`src/rtl/float_div_seq.sv`:
```
// Sequential IEEE-754 single-precision divider: restoring 26-iteration mantissa divide, then normalise and pack.
// Define FLOAT_DIV_ROUND_EN for round-to-nearest-even; otherwise the quotient is truncated.
module float_div_seq (
   input  logic        clk,
   input  logic        rst_n,
   input  logic        start,
   input  logic [31:0] A,
   input  logic [31:0] B,
   output logic        busy,
   output logic        done,
   output logic [31:0] result,
   output logic        div_by_zero
);

   typedef enum logic [1:0] {IDLE, SPECIAL, DIV, NORM} state_t;

   state_t        state_q, state_d;
   logic [31:0]   a_q, b_q;
   logic [24:0]   rem_q;
   logic [25:0]   quo_q;
   logic [4:0]    cnt_q;

   logic          accept;
   logic [24:0]   bm;
   logic          rem_ge;
   logic [24:0]   rem_sub;
   logic          load;
   logic [31:0]   res_nxt;
   logic          dbz_nxt;

   logic          sign;
   logic signed [9:0] exp_base, exp_r;
   logic [22:0]   mant, mant_r;
   logic          guard, sticky;

   assign accept  = (state_q == IDLE) && start;
   assign bm      = {2'b01, b_q[22:0]};
   assign rem_ge  = (rem_q >= bm);
   assign rem_sub = rem_ge ? (rem_q - bm) : rem_q;

   // State register
   always_ff @(posedge clk or negedge rst_n) begin
      if (!rst_n) state_q <= IDLE;
      else        state_q <= state_d;
   end

   // Next-state logic; zero detection uses the operands being captured on accept
   always_comb begin
      state_d = state_q;
      case (state_q)
         IDLE:    if (start) state_d = (A[30:23] == '0 || B[30:23] == '0) ? SPECIAL : DIV;
         SPECIAL: state_d = IDLE;
         DIV:     if (cnt_q == 5'd25) state_d = NORM;
         NORM:    state_d = IDLE;
         default: state_d = IDLE;
      endcase
   end

   // Normalise, round and pack the quotient from the registered divider state
   always_comb begin
      sign     = a_q[31] ^ b_q[31];
      exp_base = $signed({2'b00, a_q[30:23]}) - $signed({2'b00, b_q[30:23]})
               + (quo_q[25] ? 10'sd127 : 10'sd126);
      if (quo_q[25]) begin
         mant   = quo_q[24:2];
         guard  = quo_q[1];
         sticky = quo_q[0] | (rem_q != '0);
      end else begin
         mant   = quo_q[23:1];
         guard  = quo_q[0];
         sticky = (rem_q != '0);
      end
   end

`ifdef FLOAT_DIV_ROUND_EN
   logic [23:0] mant_sum;
   always_comb begin
      mant_sum = {1'b0, mant} + {23'd0, guard & (sticky | mant[0])};
      mant_r   = mant_sum[22:0];
      exp_r    = exp_base + $signed({9'd0, mant_sum[23]});
   end
`else
   // Truncation: guard and sticky are computed but deliberately discarded
   logic trunc_unused;
   assign trunc_unused = guard ^ sticky;
   always_comb begin
      mant_r = mant;
      exp_r  = exp_base;
   end
`endif

   // Output logic
   always_comb begin
      busy    = (state_q != IDLE);
      load    = 1'b0;
      res_nxt = '0;
      dbz_nxt = 1'b0;
      case (state_q)
         SPECIAL: begin
            load = 1'b1;
            if (b_q[30:23] == '0) begin
               res_nxt = {sign, 8'hFF, 23'h0};
               dbz_nxt = 1'b1;
            end else begin
               res_nxt = {sign, 31'h0};
            end
         end
         NORM: begin
            load = 1'b1;
            if (exp_r >= 10'sd255)     res_nxt = {sign, 8'hFF, 23'h0};
            else if (exp_r <= 10'sd0)  res_nxt = {sign, 31'h0};
            else                       res_nxt = {sign, exp_r[7:0], mant_r};
         end
         default: ;
      endcase
   end

   // Datapath and registered outputs
   always_ff @(posedge clk or negedge rst_n) begin
      if (!rst_n) begin
         a_q         <= '0;
         b_q         <= '0;
         rem_q       <= '0;
         quo_q       <= '0;
         cnt_q       <= '0;
         done        <= 1'b0;
         result      <= '0;
         div_by_zero <= 1'b0;
      end else begin
         done <= load;
         if (load) begin
            result      <= res_nxt;
            div_by_zero <= dbz_nxt;
         end
         if (accept) begin
            a_q   <= A;
            b_q   <= B;
            rem_q <= {2'b01, A[22:0]};
            quo_q <= '0;
            cnt_q <= '0;
         end else if (state_q == DIV) begin
            rem_q <= {rem_sub[23:0], 1'b0};
            quo_q <= {quo_q[24:0], rem_ge};
            cnt_q <= (cnt_q == 5'd25) ? 5'd0 : cnt_q + 5'd1;
         end
      end
   end

endmodule
```
`config.mk`:
```
export PLATFORM = sky130hd
export DESIGN_NAME = float_div_seq
export DESIGN_NICKNAME = d
export VERILOG_FILES = /design/src/rtl/float_div_seq.sv
export SDC_FILE = /design/constraint.sdc
export NUM_CORES = 1
export LEC_CHECK = 0
export BUFFER_PORTS_ARGS = -buffer_cell sky130_fd_sc_hd__buf_2
export CAP_MARGIN = 25
export CELL_PAD_IN_SITES_DETAIL_PLACEMENT = 1
export CELL_PAD_IN_SITES_GLOBAL_PLACEMENT = 1
export CORE_MARGIN = 1
export CORE_UTILIZATION = 45
export DETAILED_ROUTE_END_ITERATION = 10
export PLACE_DENSITY_LB_ADDON = 0.1
export REMOVE_ABC_BUFFERS = 1
export SLEW_MARGIN = 20
export SYNTH_ARGS = -nofsm -noshare
export SYNTH_HDL_FRONTEND = slang
export SYNTH_SLANG_ARGS = --single-unit
```
`constraint.sdc`:
```
create_clock -name clk -period 4 [get_ports clk]
set_input_delay 0 -clock clk [delete_from_list [all_inputs] [get_ports clk]]
set_output_delay 0 -clock clk [all_outputs]
set_load 0.02 [all_outputs]
```
==> metrics.yaml <==
fmax_ghz: 0.289
avgSynthCellArea_sq_um: 9.14
mostFrequentLayoutCells: "nand2_1, dfrtp_1, buf_2, o21ai_0, dlygate4sd3_1"
busiest_layer: "met2"
die_area_sq_um: 17700
cellPowerDensity_nw_per_um2: 1060
ctsResizeCount: 0
num_rows: 47
diodes: 0
clk_pin_slew_ps: 60
max_slew_margin_pct: 42.9
maxCapViolations: 0
synth.cell_area_sq_um: 7710
period_minus_slack_ps: 3460
first_pass_iters: 4
outcome: "finished, final reports clean"
power_leakage_nw: 4.53
synthAdderAreaFrac_pct: 6.20
crit_start: "b_q[23]"
cts_sinks: 133
slew_viol_final: 0
start_kind: "register"
finalSetupViolations: 0
cts-htree-levels: 4
post_cts_buffers: 0
end_kind: "register"
tightest_slew_ps: 854
postLayoutSetupSlackWorst_ps: 539
fin_crit_sh_pct: 86.5
yosys-top-cells-area: "dfrtp_1, nand2_1, ha_1"
synth_xor_area_share_pct: 3.49
finalWirelength_microns: 22300
r2r-start: "b_q[23]"
grt.overflow.total: 0
ys_seq_area_share_pct: 43.2
vias: 6780
cp.arrival_ps: 3730
numCtsBuffers: 17
start_util_pct: 46.3
drt-initial-drc-count: 394
synthArstFlopShare_pct: 100
cts_tree: "built"
crit_fanout: 10
pre_cts_ws_ps: 533
use_met3_pct: 4.14
viasPerCell: 5.53
postSynthCellCount: 843
ys_seq_elements: 133
layout_commonest_cell: "nand2_1"
clock_latency_ps: 430
path_class: "reg -> reg"
core_sq_um: 16600
grt_use_total_pct: 27.2
synthSimpleGateAreaFrac_pct: 17.3
ys_types: 68
die_w_microns: 133
antenna_found_initial: 0
grt_max_degree: 102
synth_top_cell_by_area: "dfrtp_1"
cts_hold_buffers: 66
cts_max_path_buffers: 2
peakVddDrop_v: 0.000488
die_h_microns: 133
synth_compound_area_share_pct: 18.5
wl_per_cell_microns: 18.2
met2_usage_pct: 49.3
use_met1_pct: 32.2
ff2ff_path_depth: 10
portBuffers: 101
r2r-end: "result[26]"
yosys_warnings: 0
place_area_sq_um: 8370
rrSetupSlack_ps: 540
area_growth_pct: 25.1
hold_class: "in -> async"
worstPathRequired_ps: 4270
synthFlopType: "dfrtp_1"
synth_top_family_by_area: "compound AO/OA/AOI/OAI gates"
synth_top_cell_area_share_pct: 43.2
place_congestion: 0.820
fin_nets: 1098
synth_edf_count: 0
holdWs_ps: 35.1
grt_pass1_vias: 7662
ant_nets: 0
muxShareOfSynthArea_pct: 6.23
grt_pass1_wl_microns: 38200
io_pins: 102
drive_above_1_share_pct: 18.9
cts-root-buf: "clkbuf_16"
skew_ps: 11.6
hold_viol_final: 0
hpwl_microns: 14400
rsz0062_at_grt: "no"
drc: 0
cp-endpoint: "result[26]"
final_cell_area_sq_um: 9640
-- where the power goes --
part / switching, mW / internal [mW] / leakage [nW]
Clock: 0.649 / 0.922 / 0.273
Combinational: 3.80 / 2.50 / 2.56
Sequential: 0.399 / 1.96 / 1.70
-- registers in the layout, summed over array words and instances (netlist names) --
register and cells:
a_q 9, b_q 32, cnt_q 5, div_by_zero 1
done 1, quo_q 26, rem_q 25, result 32
state_q 2
-- per-layer routing --
layer / vias up / share of wire, %
met4: 0 / 2.6
met3: 44 / 3.0
met2: 152 / 52
li1: 3233 / -
met1: 3351 / 43
met5: - / 0
-- per-stage QoR --
stage / total power [mW] / util, % / setup TNS [ps] / instances
after CTS: 10.2 / 57.8 / 0 / 1226
after floorplan: 6.87 / - / -219 / 797
after detailed placement: 8.54 / 50.3 / 0 / 1128
after global routing: 11.0 / 57.9 / 0 / 1227
after global placement: 8.19 / 50.3 / 0 / 1128
final: 10.2 / 57.9 / 0 / 1227
-- layout make-up --
| class | count | area (sq um) |
|---|---|---|
| timing repair buffer | 178 | 1270 |
| sequential | 133 | 3330 |
| fill | 1912 | 7000 |
| clock buffer | 18 | 429 |
| tap | 220 | 275 |
| inverter | 49 | 184 |
| multi-input combinational | 615 | 4000 |
| clock inverter | 14 | 153 |
-- worst max-delay path, stage by stage, from the launching register on --
cell,delay (ps)
dfrtp_1,400
ha_1,210
fa_1,410
nand2b_1,200
a21oi_2,180
xor2_2,370
or3_1,360
o211ai_1,150
a211o_2,390
a21boi_1,400
o221ai_1,230
-- kinds of logic (layout without fill, tap and decap cells) --
logic type | count (synthesis) | after routing
simple gates | 289 | 289
flops | 133 | 133
fa+ha+maj | 37 | 37
mux | 45 | 45
buf+inv | 95 | 259
xor+xnor | 29 | 29
compound gates | 215 | 215
-- worst min path at each step --
| stage | endpoint | slack (ps) | depth (start not counted) |
|---|---|---|---|
| 6_report | result[26] | 40 | 2 |
| 5_1_grt | result[26] | 60 | 2 |
| 3_3_place_gp | result[27] | 170 | 1 |
| 3_5_place_dp | result[26] | 180 | 1 |
| 4_1_cts | b_q[29] | 300 | 2 |
| 2_1_floorplan | a_q[23] | -300 | 0 |
-- cells in the mapped netlist (3+ instances only) --
cell and count:
nor2b_1 27, nor4_1 6, o211ai_1 14, o21ai_0 80
xnor2_1 17, inv_1 49, a211oi_1 5, nor3_1 8
nand3_1 17, buf_2 3, o21a_1 4, buf_1 5
ha_1 35, nand2_1 158, a21o_1 7, a21oi_2 3
a211o_1 3, dfrtp_1 133, a31o_2 4, and3_1 6
or3_1 6, o31ai_1 3, clkbuf_1 34, a31oi_1 5
a22oi_1 5, mux2_2 24, a21oi_1 31, nor2_1 27
a31o_1 20, nand2b_1 13, nand4_1 6, mux2i_1 21
o221ai_1 7, xor2_1 10
No activity file was read; power rests on OpenSTA's default activity.
